--- src/rtl/fpm_operand_loader.sv ---
// Byte-serial loader that assembles two IEEE-754 single-precision operands and
// presents them to the multiplier with a valid/ready handoff. Optional flush port under FPM_LOADER_FLUSH_EN.
module fpm_operand_loader #(
    parameter int MSB_FIRST = 1,
    parameter int CNT_W     = 16
) (
    input  logic             clk,
    input  logic             rst_n,
`ifdef FPM_LOADER_FLUSH_EN
    input  logic             flush,
`endif
    input  logic [7:0]       byte_in,
    input  logic             byte_valid,
    output logic             byte_ready,
    output logic [31:0]      in1,
    output logic             additional1,
    output logic [31:0]      in2,
    output logic             additional2,
    output logic             op_valid,
    input  logic             op_ready,
    output logic [CNT_W-1:0] pair_count
);

    typedef enum logic [1:0] {
        LOAD_A  = 2'd0,
        LOAD_B  = 2'd1,
        PRESENT = 2'd2
    } state_t;

    state_t             state_reg, state_next;
    logic [1:0]         idx_reg, idx_next;
    logic [31:0]        asm_a_reg, asm_a_next;
    logic [31:0]        asm_b_reg, asm_b_next;
    logic [31:0]        in1_reg, in1_next;
    logic [31:0]        in2_reg, in2_next;
    logic               add1_reg, add1_next;
    logic               add2_reg, add2_next;
    logic               op_valid_reg, op_valid_next;
    logic [CNT_W-1:0]   cnt_reg, cnt_next;

    logic [31:0]        a_shifted;
    logic [31:0]        b_shifted;
    logic               byte_xfer;
    logic               handoff;
    logic               flush_req;
    logic               last_byte;

`ifdef FPM_LOADER_FLUSH_EN
    assign flush_req = flush;
`else
    assign flush_req = 1'b0;
`endif

    // Each lane either takes the incoming byte or its neighbour, depending on byte order.
    genvar gi;
    generate
        for (gi = 0; gi < 4; gi++) begin : g_lane
            if (MSB_FIRST != 0) begin : g_msb
                if (gi == 0) begin : g_ins
                    assign a_shifted[7:0] = byte_in;
                    assign b_shifted[7:0] = byte_in;
                end else begin : g_mov
                    assign a_shifted[gi*8 +: 8] = asm_a_reg[(gi-1)*8 +: 8];
                    assign b_shifted[gi*8 +: 8] = asm_b_reg[(gi-1)*8 +: 8];
                end
            end else begin : g_lsb
                if (gi == 3) begin : g_ins
                    assign a_shifted[31:24] = byte_in;
                    assign b_shifted[31:24] = byte_in;
                end else begin : g_mov
                    assign a_shifted[gi*8 +: 8] = asm_a_reg[(gi+1)*8 +: 8];
                    assign b_shifted[gi*8 +: 8] = asm_b_reg[(gi+1)*8 +: 8];
                end
            end
        end
    endgenerate

    assign byte_ready = (state_reg != PRESENT);
    assign byte_xfer  = byte_valid && byte_ready;
    assign handoff    = op_valid_reg && op_ready;
    assign last_byte  = (idx_reg == 2'd3);

    always_ff @(posedge clk or negedge rst_n) begin
        if (!rst_n) begin
            state_reg    <= LOAD_A;
            idx_reg      <= 2'd0;
            asm_a_reg    <= 32'd0;
            asm_b_reg    <= 32'd0;
            in1_reg      <= 32'd0;
            in2_reg      <= 32'd0;
            add1_reg     <= 1'b0;
            add2_reg     <= 1'b0;
            op_valid_reg <= 1'b0;
            cnt_reg      <= '0;
        end else begin
            state_reg    <= state_next;
            idx_reg      <= idx_next;
            asm_a_reg    <= asm_a_next;
            asm_b_reg    <= asm_b_next;
            in1_reg      <= in1_next;
            in2_reg      <= in2_next;
            add1_reg     <= add1_next;
            add2_reg     <= add2_next;
            op_valid_reg <= op_valid_next;
            cnt_reg      <= cnt_next;
        end
    end

    always_comb begin
        state_next    = state_reg;
        idx_next      = idx_reg;
        asm_a_next    = asm_a_reg;
        asm_b_next    = asm_b_reg;
        in1_next      = in1_reg;
        in2_next      = in2_reg;
        add1_next     = add1_reg;
        add2_next     = add2_reg;
        op_valid_next = op_valid_reg;
        cnt_next      = cnt_reg;

        if (flush_req) begin
            // Output operand registers deliberately keep their last values.
            state_next    = LOAD_A;
            idx_next      = 2'd0;
            asm_a_next    = 32'd0;
            asm_b_next    = 32'd0;
            op_valid_next = 1'b0;
        end else begin
            case (state_reg)
                LOAD_A: begin
                    if (byte_xfer) begin
                        asm_a_next = a_shifted;
                        if (last_byte) begin
                            idx_next   = 2'd0;
                            state_next = LOAD_B;
                        end else begin
                            idx_next = idx_reg + 2'd1;
                        end
                    end
                end
                LOAD_B: begin
                    if (byte_xfer) begin
                        asm_b_next = b_shifted;
                        if (last_byte) begin
                            idx_next      = 2'd0;
                            in1_next      = asm_a_reg;
                            in2_next      = b_shifted;
                            // Zero exponent means no hidden bit (zero/denormal); Inf/NaN keep it.
                            add1_next     = |asm_a_reg[30:23];
                            add2_next     = |b_shifted[30:23];
                            op_valid_next = 1'b1;
                            state_next    = PRESENT;
                        end else begin
                            idx_next = idx_reg + 2'd1;
                        end
                    end
                end
                PRESENT: begin
                    if (handoff) begin
                        op_valid_next = 1'b0;
                        cnt_next      = cnt_reg + {{(CNT_W-1){1'b0}}, 1'b1};
                        state_next    = LOAD_A;
                    end
                end
                default: begin
                    state_next    = LOAD_A;
                    idx_next      = 2'd0;
                    op_valid_next = 1'b0;
                end
            endcase
        end
    end

    assign in1         = in1_reg;
    assign in2         = in2_reg;
    assign additional1 = add1_reg;
    assign additional2 = add2_reg;
    assign op_valid    = op_valid_reg;
    assign pair_count  = cnt_reg;

endmodule

--- config.mk ---
export PLATFORM = sky130hd
export DESIGN_NAME = fpm_operand_loader
export DESIGN_NICKNAME = d
export VERILOG_FILES = /design/src/rtl/fpm_operand_loader.sv
export SDC_FILE = /design/constraint.sdc
export NUM_CORES = 1
export LEC_CHECK = 0
export ABC_AREA = 1
export BUFFER_PORTS_ARGS = -buffer_cell sky130_fd_sc_hd__buf_2
export CAP_MARGIN = 20
export CORE_ASPECT_RATIO = 1.2
export CORE_UTILIZATION = 52
export CTS_BUF_LIST = sky130_fd_sc_hd__clkbuf_4
export CTS_CLUSTER_SIZE = 12
export DETAILED_ROUTE_END_ITERATION = 8
export PLACE_DENSITY = 0.82
export SYNTH_ARGS = -nofsm -noshare
export SYNTH_HDL_FRONTEND = slang
export SYNTH_SLANG_ARGS = --single-unit
--- constraint.sdc ---
create_clock -name clk -period 1.4 [get_ports clk]
set_clock_uncertainty 0.05 [all_clocks]
set_input_delay 0.07 -clock clk [delete_from_list [all_inputs] [get_ports clk]]
set_output_delay 0.07 -clock clk [all_outputs]
set_load 0.03 [all_outputs]
# Word-level counts from Yosys, hierarchy flattened
# Cells that the tools add are included.
# W data, S select, Z words.
# classes
muxes,13
n_addsub,2
reduce_logical,13
bitwise_logic,2
n_eq_ne,10
# op_table
op,count
$add A16 B1 Y16 const B,1
$reduce_or A8 Y1,2
$mux W2,7
$ne A2 B2 Y1 const B,6
$reduce_and A2 Y1,4
$pmux W2 S3,1
$reduce_and A5 Y1,1
$eq A2 B2 Y1 const B,2
$pmux W2 S2,1
$reduce_and A4 Y1,1
$mux W1,3
$pmux W1 S3,1
$reduce_and A3 Y1,1
$add A2 B1 Y2 const B,1
$eq A2 B1 Y1 const B,1
$logic_and A1 B1 Y1,2
$logic_not A2 Y1,1
$ne A2 B1 Y1 const B,1
$not A1 Y1,2
$reduce_or A2 Y1,1
# word_totals
inputBits,12
output_inout_bits,84
elab_cells,50
reg_bits,143

# Depth between registers and ports, before layout
# logic_depth
ltp_word,4
ltp_mapped,8
mapped_depth_nobuf,8

# Least setup slack after synthesis
# OpenSTA, ideal clock, no wires.
# synth_timing
path_kind,register -> register
startpoint,"register cnt_reg[0], in the netlist pair_count[0]"
endpoint,"register cnt_reg[8], in the netlist pair_count[8]"
synth_period_minus_slack_ns,1.458
path_buffers,0
required_time_ns,1.270
setup_time_ns,0.080
arrival_time_ns,1.327
slack_ns,-0.058
stages_incl_launch_ff,7
cell_sequence,dfrtp_1 > ha_1 > nand2_1 > nor2_1 > nand2_1 > nor2_1 > xor2_1
# synth_between
elab_chain_len,1
# synth_rtl
item,line,text
start: declaration,39,"logic [CNT_W-1:0] cnt_reg, cnt_next;"
start signal: assignment,105,cnt_reg <= cnt_next;
$add A16 B1 Y16,161,"cnt_next = cnt_reg + {{(CNT_W-1){1'b0}}, 1'b1};"
# Every way passes these cells.
# A chain may end at the register's enable or synchronous reset.

# Final worst setup path
# layout_timing
startpoint,register state_reg[1]
endpoint,"register in2_reg[19], in the netlist in2[19]"
# layout_between
elab_chain_len,3
word_cells_on_any_way,4
cone_classes,eq/ne: 2; reduce/logical: 2
# layout_rtl
item,line,text
start: declaration,30,"state_t state_reg, state_next;"
start signal: assignment,96,state_reg <= state_next;
$ne A2 B2 Y1,78,assign byte_ready = (state_reg != PRESENT);
$logic_and A1 B1 Y1,79,assign byte_xfer = byte_valid && byte_ready;
$reduce_and A3 Y1 (no source line) (*),n/a,
end signal: assignment,101,in2_reg <= in2_next;
end: declaration,35,"logic [31:0] in2_reg, in2_next;"
# Mark *: on every way between the ends. The rest lies on a longest branch, timed or not.

==> run summary <==
Cell types occupying the most area after synthesis = dfrtp_1 (64%), nand2_1 (11%), o21ai_0 (11%)
Maximum number of pins on one net before global-route repair = 71
Number of register bits inferred by synthesis = 143
Unrepaired setup endpoints after global routing = true
Number of buffers created by CTS = 17
Share of synthesized area occupied by flip-flops and latches = 63.83%
Number of vias in the routed layout = 4480
Initial drt markers = 263
Number of design rule violations left after detail routing = 0
Arrival time at the worst endpoint = 1.84 ns
I/O Pins = 96
CP required = 1.80 ns
Global-route track usage on met1 = 26.72%
Type of the most critical hold path = in2reg
Starting density of the core = 53.31%
Final TNS setup = -0.3408 ns
EDFF count, synth = 0
Number of global-route vias before repair = 4210
Cell-internal power = 8.622 mW
Violations in the final reports = setup timing
Clock power share = 18.2%
Non-Filler Instances = 876
Finished layout cell area = 7211 sq um
Depth of the CTS H-tree = 4
Clock transition at the registers of the reported paths = 0.12 ns
Ratio of final minimum period to clock period = 103.0%
CP endpoint kind = flip-flop
Dominant register cell in the synthesized netlist = dfrtp_1
Area of the mapped netlist = 5607 sq um
CP Launch Type = flip-flop
Sequential share of power = 44.4%
Post-detail-place hpwl = 8.024 mm
Clock tree from TritonCTS = done
Crit Path Class = reg2reg
Distinct cell type count after synthesis = 21
Overall power after layout = 14.57 mW
Most frequent cells after synthesis = nand2_1 (169), dfrtp_1 (143), o21ai_0 (118), inv_1 (76), nor2_1 (19)
Fraction of layout cells with a size suffix above 1 = 29.22%
Share of the synthesized area in the top cell type = 63.83%
Layer with the highest usage after global routing = met2
Total die area = 11200 sq um
Post-Synthesis Cells = 598
Pins Over Slew Limit = 0
Result of the run = finished, violations left
Most common cell in the netlist = nand2_1
Worst Max-Slew Pin Slew = 0.4137 ns
Number of violations of the max-capacitance limit = 0
Area delta synth->final = 28.61%
Switching fraction of total power = 40.83%
Final wirelength = 13.01 mm
Final Setup Violations = 26
Placed Instance Area = 6354 sq um
PD cells = 2021 nW/um^2
Synth async-reset ratio = 100.0%
Synthesized net count = 612
Height of the die = 115.7 um
Avg WL per Cell = 14.85 um
Maximum resistive drop on vdd = 1.077 mV
Num rows = 41
Placer's final routability congestion estimate = 0.8124
Maximum number of buffers from clock root to sink = 2
Warning count from the yosys run = 0
Switching power of the nets = 5.950 mW
Met2 global-route usage = 36.43%
Number of nets in the layout = 747
Setup slack of the critical path after layout = -0.04252 ns
Hold Fails Final Rpt = 0
Global-route track usage on met3 = 5.368%
Final worst path period need = 1.443 ns
Number of buffers inserted by port buffering = 95
Ratio of routed vias to standard cells = 5.114
Total grt overflow = 0
Number of antenna violations at the first check in global routing = 1
Post-synthesis cell type with the largest combined area = dfrtp_1
ANT nets after route = 0
Clock sink count = 143
Global-route wire length before repair = 19.18 mm
Overall global routing resource usage = 21.73%
Leakage power of the design = 3.753 nW
Area of the placeable core = 10520 sq um
X dimension of the die = 96.79 um
Combinational group share of total power = 37.4%
Maximum operating frequency = 693.2 MHz
Syn Area/Cell = 9.376 sq um
Master cell of the clock root buffer = clkbuf_4
Number of instances in the placed design = 814
Remaining max-slew budget at the tightest pin = 72.42%
First-pass DRT Iterations = 4
Maximum fanout encountered on the critical timing path = 8
Insertion delay of the later-clocked pin in the worst-skew pair = 0.54 ns
## power groups by stage
stage / registers (mW) / logic (mW) / clock network [mW]
floorplan: 7.81 / 1.87 / 0
global placement: 6.43 / 4.74 / 0
detailed placement: 6.50 / 4.89 / 0
CTS: 6.40 / 5.06 / 2.68
global route: 6.64 / 6.00 / 2.88
finish: 6.48 / 5.44 / 2.65
## routing by layer
layer	vias up	part of all wire (%)
li1	2168	-
met1	2156	42
met2	124	50
met3	32	3.8
met4	0	3.5
met5	-	0
## layout by cell type, fill, tap and decap left out, types with 10 or more instances in the layout
cell type	instances
inv_1	76
buf_12	10
buf_4	13
o21ai_1	59
dlygate4sd3_1	12
nor2_1	12
dfrtp_1	137
o21ai_0	61
nand2_2	30
nand2_1	139
clkbuf_4	18
buf_2	93
## cell type report
cell class | count | area [sq um]
multi-input cells | 351 | 1764
well taps | 129 | 161.4
flip-flops and latches | 143 | 3586
fillers | 783 | 3306
clock inverters | 14 | 148.9
clock buffers | 18 | 135.1
diodes | 1 | 2.502
inverters | 78 | 302.8
repair buffers | 142 | 1110
## worst max-delay path: stages, from the launching register on
cell and delay [ns]:
dfrtp_1 0.42, buf_6 0.14, inv_8 0.07, nand4_4 0.14, clkbuf_16 0.21, buf_6 0.14, o21ai_0 0.17
## cells by family after synthesis
kind of cell    Yosys count  share of synthesized area [%]
buf+inv                 104                          7.342
compound gates          128                          11.43
xor+xnor                  9                          1.406
flops                   143                          63.83
simple gates            212                          15.55
fa+ha+maj                 2                         0.4463
## worst paths after layout
| path | cells past startpoint | start | slack, ns | end |
|---|---|---|---|---|
| hold / removal | 4 | byte_in[5] | 0.31 | in2[5] |
| min in group asynchronous | 3 | rst_n | 0.49 | in1[27] |
| setup / recovery | 6 | state_reg[1] | -0.04 | in2[19] |
| setup reg to reg | 6 | state_reg[1] | -0.04 | in2[19] |
| hold reg to reg | 2 | in1[23] | 0.44 | in1[23] |
| max in group asynchronous | 4 | rst_n | 0.21 | asm_a_reg[10] |
## timing repair
item                       4_1_cts  5_1_grt
hold buffers                    12        0
pin swaps                        2        5
cloned                           0       10
gates resized for setup          8      117
setup endpoints to repair        6       86
hold endpoints to repair       173        0
setup buffers                    5        3
## per-stage QoR
step | util (%) | setup WS [ns] | hold slack, ns
6_report | 68.57 | -0.04252 | 0.3061
3_3_place_gp | 60.42 | 0.09581 | -0.04387
2_1_floorplan | - | 0.02780 | -0.2756
4_1_cts | 64.75 | 0.003926 | 0.2793
5_1_grt | 68.57 | -0.09627 | 0.2973
3_5_place_dp | 60.42 | 0.006398 | -0.03700
(Power assumes the default switching activity.)
